File: src/rtl/regfile_pkg.sv
// Shared sizes and state encoding for the register-file bus initiator.
package regfile_pkg;

  localparam int RF_AW   = 5;
  localparam int RF_DW   = 32;
  localparam int RF_NREG = 32;

  typedef enum logic [2:0] {
    ST_IDLE,
    ST_FILL,
    ST_RD_ISSUE,
    ST_RD_CAP,
    ST_OUT_A,
    ST_OUT_B
  } seq_state_e;

endpackage

File: src/rtl/regfile_seq_outbuf.sv
// Holds the captured read pair and presents one word at a time on the
// valid/ready output; data stays put while the consumer stalls.
module regfile_seq_outbuf
  import regfile_pkg::*;
#(
  parameter int DW = RF_DW
) (
  input  logic          Clk,
  input  logic          Reset,
  input  logic          cap,
  input  logic          show,
  input  logic          sel_b,
  input  logic [DW-1:0] data_a,
  input  logic [DW-1:0] data_b,
  input  logic          out_ready,
  output logic [DW-1:0] out_data,
  output logic          out_valid,
  output logic          fire
);

  logic [DW-1:0] hold_a;
  logic [DW-1:0] hold_b;

  always_ff @(posedge Clk or posedge Reset) begin
    if (Reset) begin
      hold_a <= '0;
      hold_b <= '0;
    end else if (cap) begin
      hold_a <= data_a;
      hold_b <= data_b;
    end
  end

  assign out_valid = show;
  assign out_data  = show ? (sel_b ? hold_b : hold_a) : '0;
  assign fire      = show & out_ready;

endmodule

File: src/rtl/regfile_seq.sv
// Register-file preload (FILL) and pairwise readout (DUMP) sequencer.
//   state       | meaning
//   IDLE        | waiting for cmd_fill / cmd_dump
//   FILL        | one register write per accepted input beat
//   RD_ISSUE    | read addresses ptr, ptr+1 presented
//   RD_CAP      | read data valid, captured at end of cycle
//   OUT_A       | streaming word for ptr
//   OUT_B       | streaming word for ptr+1
module regfile_seq
  import regfile_pkg::*;
#(
  parameter int DW    = RF_DW,
  parameter int AW    = RF_AW,
  parameter int FIRST = 0,
  parameter int LAST  = RF_NREG - 1
) (
  input  logic          Clk,
  input  logic          Reset,
  input  logic          cmd_fill,
  input  logic          cmd_dump,
  input  logic          abort,
  output logic          busy,
  output logic          done,
  input  logic [DW-1:0] in_data,
  input  logic          in_valid,
  output logic          in_ready,
  output logic [DW-1:0] out_data,
  output logic          out_valid,
  input  logic          out_ready,
  output logic          out_last,
  output logic [AW-1:0] rf_addr,
  output logic          rf_write_reg,
  output logic [DW-1:0] rf_data,
  output logic [AW-1:0] rf_r_addr_a,
  output logic [AW-1:0] rf_r_addr_b,
  input  logic [DW-1:0] rf_r_data_a,
  input  logic [DW-1:0] rf_r_data_b
);

  // One extra pointer bit so ptr+1 past the top register cannot alias.
  localparam logic [AW:0] P_FIRST = (AW+1)'(FIRST);
  localparam logic [AW:0] P_LAST  = (AW+1)'(LAST);

  seq_state_e  state_q, state_d;
  logic [AW:0] ptr_q, ptr_d, ptr_inc;
  logic        done_d;
  logic        cap, show, sel_b, fire;

  assign ptr_inc = ptr_q + 1'b1;
  assign busy    = (state_q != ST_IDLE);

  always_ff @(posedge Clk or posedge Reset) begin
    if (Reset) begin
      state_q <= ST_IDLE;
      ptr_q   <= P_FIRST;
      done    <= 1'b0;
    end else begin
      state_q <= state_d;
      ptr_q   <= ptr_d;
      done    <= done_d;
    end
  end

  always_comb begin
    state_d      = state_q;
    ptr_d        = ptr_q;
    done_d       = 1'b0;
    in_ready     = 1'b0;
    rf_write_reg = 1'b0;
    rf_addr      = '0;
    rf_data      = '0;
    rf_r_addr_a  = '0;
    rf_r_addr_b  = '0;
    cap          = 1'b0;
    show         = 1'b0;
    sel_b        = 1'b0;
    out_last     = 1'b0;
    case (state_q)
      ST_IDLE: begin
        if (cmd_fill) begin
          state_d = ST_FILL;
          ptr_d   = P_FIRST;
        end else if (cmd_dump) begin
          state_d = ST_RD_ISSUE;
          ptr_d   = P_FIRST;
        end
      end
      ST_FILL: begin
        in_ready     = 1'b1;
        rf_write_reg = in_valid;
        rf_addr      = ptr_q[AW-1:0];
        rf_data      = in_data;
        if (in_valid) begin
          ptr_d = ptr_inc;
          if (ptr_q == P_LAST) begin
            state_d = ST_IDLE;
            done_d  = 1'b1;
          end
        end
      end
      ST_RD_ISSUE: begin
        rf_r_addr_a = ptr_q[AW-1:0];
        rf_r_addr_b = ptr_inc[AW-1:0];
        state_d     = ST_RD_CAP;
      end
      ST_RD_CAP: begin
        rf_r_addr_a = ptr_q[AW-1:0];
        rf_r_addr_b = ptr_inc[AW-1:0];
        cap         = 1'b1;
        state_d     = ST_OUT_A;
      end
      ST_OUT_A: begin
        show     = 1'b1;
        out_last = (ptr_q == P_LAST);
        if (fire) begin
          if (ptr_q == P_LAST) begin
            state_d = ST_IDLE;
            done_d  = 1'b1;
          end else begin
            state_d = ST_OUT_B;
          end
        end
      end
      ST_OUT_B: begin
        show     = 1'b1;
        sel_b    = 1'b1;
        out_last = (ptr_inc == P_LAST);
        if (fire) begin
          if (ptr_inc == P_LAST) begin
            state_d = ST_IDLE;
            done_d  = 1'b1;
          end else begin
            ptr_d   = ptr_q + (AW+1)'(2);
            state_d = ST_RD_ISSUE;
          end
        end
      end
      default: state_d = ST_IDLE;
    endcase
    // Abort wins over completion; a write beat already on the bus still lands.
    if (abort && (state_q != ST_IDLE)) begin
      state_d = ST_IDLE;
      done_d  = 1'b0;
    end
  end

  regfile_seq_outbuf #(.DW(DW)) u_outbuf (
    .Clk       (Clk),
    .Reset     (Reset),
    .cap       (cap),
    .show      (show),
    .sel_b     (sel_b),
    .data_a    (rf_r_data_a),
    .data_b    (rf_r_data_b),
    .out_ready (out_ready),
    .out_data  (out_data),
    .out_valid (out_valid),
    .fire      (fire)
  );

endmodule
File: config.mk
export PLATFORM = sky130hd
export DESIGN_NAME = regfile_seq
export DESIGN_NICKNAME = d
export VERILOG_FILES = /design/src/rtl/regfile_pkg.sv /design/src/rtl/regfile_seq_outbuf.sv /design/src/rtl/regfile_seq.sv
export SDC_FILE = /design/constraint.sdc
export NUM_CORES = 1
export LEC_CHECK = 0
export CORE_UTILIZATION = 46
export CTS_CLUSTER_DIAMETER = 100
export DETAILED_ROUTE_END_ITERATION = 16
export HOLD_SLACK_MARGIN = 0.06
export MAX_ROUTING_LAYER = met4
export PLACE_DENSITY = 0.87
export SETUP_SLACK_MARGIN = 0.4
export SLEW_MARGIN = 0
export SYNTH_ARGS = -nofsm -noshare
export SYNTH_HDL_FRONTEND = slang
export SYNTH_SLANG_ARGS = --single-unit
File: constraint.sdc
create_clock -name Clk -period 5.7 [get_ports Clk]
set_input_delay 0.855 -clock Clk [delete_from_list [all_inputs] [get_ports Clk]]
set_output_delay 0.855 -clock Clk [all_outputs]
set_load 0.03 [all_outputs]
* After elaboration in Yosys (flattened, before gate mapping)
Cells that the tools add are included.
** Word-level totals
- Word-level logic and storage cells :: 67
- Output and inout port bits :: 85
- Bits in registers :: 74
** Cells by class
- Bitwise logic cells :: 1
- Mux-type cells :: 35
- Reductions and logical operators :: 8
- Add/subtract/negate cells :: 2
- Equal/unequal tests :: 16
** Operators with widths (number)
- $mux 32 :: 3
- $mux 6 :: 5
- $mux 3 :: 8
- $pmux 3 s6 :: 1
- $pmux 6 s3 :: 1
- $mux 5 :: 3
- $ne 3x3->1 const B :: 5
- $eq 6x5->1 const B :: 2
- $mux 1 :: 11
- $reduce_and 5->1 :: 2
- $add 6x1->6 const B :: 1
- $add 6x2->6 const B :: 1
- $eq 3x2->1 const B :: 2
- $eq 3x3->1 const B :: 2
- $ne 2x2->1 const B :: 3
- $reduce_bool 3->1 :: 2
- $ne 4x4->1 const B :: 1
- $reduce_or 2->1 :: 2
- $eq 3x1->1 const B :: 1
- $logic_not 3->1 :: 1
- $pmux 1 s3 :: 1
- $mux 2 :: 1
- $pmux 1 s2 :: 1
- $and 1x1->1 :: 1
- $logic_and 1x1->1 :: 1

* Depth between registers and ports, before layout
- Depth after elaboration :: 7
- Gate-level depth with buffers :: 8
- Gate-level depth less buffers :: 7

* Modules after synthesis
Synthesis repeated with hierarchy kept, for this count alone.
** Second synthesis, totals
- Cells, all modules :: 387
- Area, all modules :: 4525.6 sq um
** By module, submodules not included
- regfile_seq_outbuf :: area an instance 3269.4 sq um, sequential area each 1601.5 sq um, instances 1, cells an instance 209
- regfile_seq :: area an instance 1256.2 sq um, sequential area each 250.2 sq um, instances 1, cells an instance 178

* Least setup slack after synthesis
Ideal clock, no wire load.
- Kind :: register -> output
- Start point :: reg state_q[1]
- End point :: out out_data[21]
- Stages on the path, launching flop included :: 7
- Slack :: 2604 ps
- Data arrival time :: 2241 ps
- Data required time :: 4845 ps
- Buffers on the path :: 3
- Path through :: dfrtp_1 -> buf_6 -> inv_1 -> ha_1 -> clkbuf_1 -> clkbuf_1 -> a21boi_0
** Between the ends
- Longest elaborated chain between the ends :: 4
** RTL lines
- start: declaration :: line regfile_seq.sv:44 : seq_state_e state_q, state_d;
- start signal: assignment :: line regfile_seq.sv:58 : state_q <= state_d;
- $eq 3x3->1 :: line regfile_seq.sv:78 : case (state_q)
- $reduce_or 2->1 (no line) (*)
- $mux 1 (*) :: line regfile_seq.sv:78
- net out_valid :: line regfile_seq.sv:28 : output logic out_valid,
- $mux 32 (*) :: line regfile_seq_outbuf.sv:35 : assign out_data = show ? (sel_b ? hold_b : hold_a) : '0;
- end: declaration :: line regfile_seq.sv:27 : output logic [DW-1:0] out_data,
The timed path passes the listed nets; every way through them passes the cells marked *.

* Final worst setup path
- Start point :: reg state_q[2]
- End point :: out out_data[28]
** Between the ends
- Longest elaborated chain between the ends :: 4
** RTL lines (line)
- $eq 3x3->1 :: regfile_seq.sv:78
- $mux 1 / $reduce_or 2->1 (equally long branches)
- $mux 32 / $mux 1 (equally long branches) :: regfile_seq_outbuf.sv:35, regfile_seq.sv:78
- $mux 32 (*) :: regfile_seq_outbuf.sv:35
Mark *: on every way between the ends. The rest lies on a longest branch, timed or not.

==> summary.md <==
| Metric | Value |
|---|---|
| CP cell instances | inv_1, nor2_2, buf_4, nand2_1, a21boi_0, clkdlybuf4s50_1 |
| Power Density | 364 mW/mm^2 |
| Vias | 3777 |
| Multi-input gate area | 0.00212 sq mm |
| Syn. warnings | 0 |
| Commonest non-fill, non-tap cell in the layout | clkdlybuf4s50_1 |
| Die Wd | 97.1 microns |
| Register area share after synthesis | 0.445 |
| Min Tclk post-route | 4.57 ns |
| TritonRoute pass-1 iters | 4 |
| Post-synthesis xor/xnor area fraction | 0.0102 |
| Final nets | 695 |
| CP max stage cell | nor2_2 |
| Adder-cell share of the synthesized area | 0.0180 |
| Pleak | 2.62 nW |
| Final Hold Viols | 0 |
| Final Max Slew Viols | 0 |
| Worst ir drop on vdd | 0.266 mV |
| Slew @ Worst Pin | 0.957 ns |
| I/O Pins | 188 |
| Die Y | 97.1 microns |
| Synthesized area | 0.00416 sq mm |
| FILL cells | 646 |
| Avg Vias per Cell | 5.41 |
| Setup tns final | 0 ns |
| Critical path type | flop to primary output |
| Final clock skew | 0.00931 ns |
| Resized cells post-CTS | 0 |
| H-tree depth | 3 |
| Crit share post-route | 0.802 |
| Crit path max-delay family | buffers and inverters |
| Initial core utilization | 0.477 |
| Total gr overflow | 0 |
| Num rows | 34 |
| MaxCap Viol Count | 0 |
| Number of global-route vias before repair | 3823 |
| Drt total wl | 11600 microns |
| PortBufs | 187 |
| Syn nets | 523 |
| Required @ worst endpoint | 4.85 ns |
| # clock sinks | 74 |
| Hold Startpoint | u_outbuf.hold_b[6]$_DFFE_PP0N_ |
| Yosys cell types | 44 |
| Maximum clock path buffer count | 2 |
| Post-CTS Setup Inserts | 0 |
| CP max stage delay | 0.82 ns |
| Synth area leaders | dfrtp_1 45%, mux2_2 18%, nand2_1 7.0%, and3_1 5.7%, a21boi_0 5.1% |
| RSZ-0062 raised after global routing | false |
| Min-Delay Path Class | flop to flop |
| Num CTS Buffers | 9 |
| Core area | 0.00872 sq mm |
| Startpoint Class | flop |
| Hold path depth | 1 |
| DRC Markers | 0 |
| Synth Area in Compound Gates | 0.113 |
| Flop-to-flop setup slack | 2.74 ns |
| Async S/R FF share, synth | 1.00 |
| Die area | 0.00943 sq mm |
| Layout cells sized above 1 | 0.161 |
| Simple-gate share of the synthesized area | 0.189 |
| Hold_buf cts | 0 |
| FF/Latch Area | 0.00185 sq mm |
| Total GRT Usage | 0.253 |
| Area grow syn2layout | 50.1% |
| Synth Register Bits | 74 |
| Clock slew at reported path FFs | 0.07 ns |
| WL/cell | 16.6 microns |
| R2R cell count | 4 |
| Synth Instances | 414 |
| Worst hold endpoint | u_outbuf.hold_b[6]$_DFFE_PP0N_ |
| # setup viols final | 0 |
| Crit path buf inv count | 3 |
| Largest net degree at the start of global routing | 75 |
| Worst R2R End | ptr_q[2]$_DFFE_PP0P_ |
| FMAX | 0.219 GHz |
| Mux contribution to synthesized area | 0.179 |
| Top_reg_cell synth | dfrtp_1 |
| Initial antenna violation count | 0 |
| Status | finished, final reports clean |
| Post-synth EDFFs | 0 |
| Worst slew margin | 0.361 |
| FF-to-FF Start | state_q[1]$_DFFE_PP0P_ |
| Synth Area per Inst | 10.0 sq um |
| Post-synth top area cell | dfrtp_1 |
| Critical path arrival | 3.72 ns |
| Initial detailed-routing violation count | 178 |
| Root buf cell | clkbuf_8 |
| CTS tree | built |
| Post-synth top area share | 0.445 |
| Commonest non-fill, non-tap cells in the layout | 187 x clkdlybuf4s50_1, 78 x nand2_1, 74 x dfrtp_1 |
| Global-route wire length before repair | 18500 microns |
| Cell total after placement | 683 |
| Fin cells | 698 |
| Setup crit end kind | primary output |
| Final ANT Viol Nets | 0 |
| # diodes | 0 |
| Gpl congestion | 0.886 |
| CP Max Fanout | 43 |
| Largest family of logic cells by synthesized area | simple AND/OR/NAND/NOR gates |
| Worst setup path start | state_q[2]$_DFFE_PP0P_ |
| Worst-skew pair later-pin latency | 0.34 ns |
| HPWL Detailed | 8420 microns |
[layout make-up]
cell class / count / share of cell area
Sequential cell: 74 / 0.296
Inverter: 10 / 0.00601
Clock buffer: 10 / 0.0220
Timing Repair Buffer: 192 / 0.306
Tap cell: 108 / 0.0216
Clock inverter: 5 / 0.00861
Multi-Input combinational cell: 299 / 0.340
[metal layers]
| layer | wire length [microns] | GRT usage | vias up |
|---|---|---|---|
| met5 | 0 | - | - |
| met4 | 192 | 0.0827 | 0 |
| met3 | 955 | 0.0676 | 22 |
| met2 | 5870 | 0.453 | 191 |
| met1 | 4550 | 0.272 | 1798 |
| li1 | - | - | 1766 |
[cells in the mapped netlist, drive strengths merged, types with 2 or more instances]
cell and number:
nor4b 2, nand2 78, and3 38, dfrtp 74, nand4 4, ha 6, nor2 14, a21oi 7
mux2 66, o21ai 7, and2 6, a31oi 3, a221oi 2, a21boi 33, xor2 2, o31ai 3
inv 10, o22ai 2, clkbuf 12, buf 19, nor2b 6, xnor2 2, nand2b 2, nand3 6
[kinds of logic after synthesis]
family / after synthesis
AND/OR/NAND/NOR: 160
flip-flops: 74
multiplexers: 66
AO/OA/AOI/OAI: 63
buffers and inverters: 41
adder cells (fa/ha/maj): 6
XOR/XNOR: 4
[worst register-to-register path: stages, from the launching register on]
cell and delay, ns:
dfrtp_1 0.52, and2b_1 0.87, nand2_1 0.65, o31ai_4 0.43, mux2_1 0.36
[state kept, by name, indices dropped and copies added (netlist names)]
| register | count |
|---|---|
| done | 1 |
| u_outbuf.hold_b | 32 |
| state_q | 3 |
| ptr_q | 6 |
| u_outbuf.hold_a | 32 |
[stage by stage]
step	hold slack, ns	cell area [sq um]	setup slack (ns)	util	total power [mW]
floorplan	0.479	4160	2.60	-	1.56
global placement	0.487	6050	1.69	0.694	1.83
detailed placement	0.493	6050	1.46	0.694	1.88
CTS	0.511	6250	1.05	0.716	2.29
global route	0.519	6250	0.822	0.716	2.41
finish	0.508	6250	1.13	0.716	2.27
[worst max-delay path by stage]
stage                   endpoint  slack (ns)  depth (start not counted)
global route        out_data[20]        0.82                          6
global placement     out_data[5]        1.69                          6
finish              out_data[28]        1.13                          6
floorplan           out_data[21]        2.60                          6
detailed placement  out_data[28]        1.46                          6
CTS                 out_data[28]        1.05                          6
[where the power goes]
part | leakage (nW) | switching (mW) | internal (mW)
Clock | 0.102 | 0.195 | 0.211
Combinational | 1.64 | 0.446 | 0.503
Sequential | 0.883 | 0.151 | 0.770
Note: power is estimated with default switching activity, not from simulation.
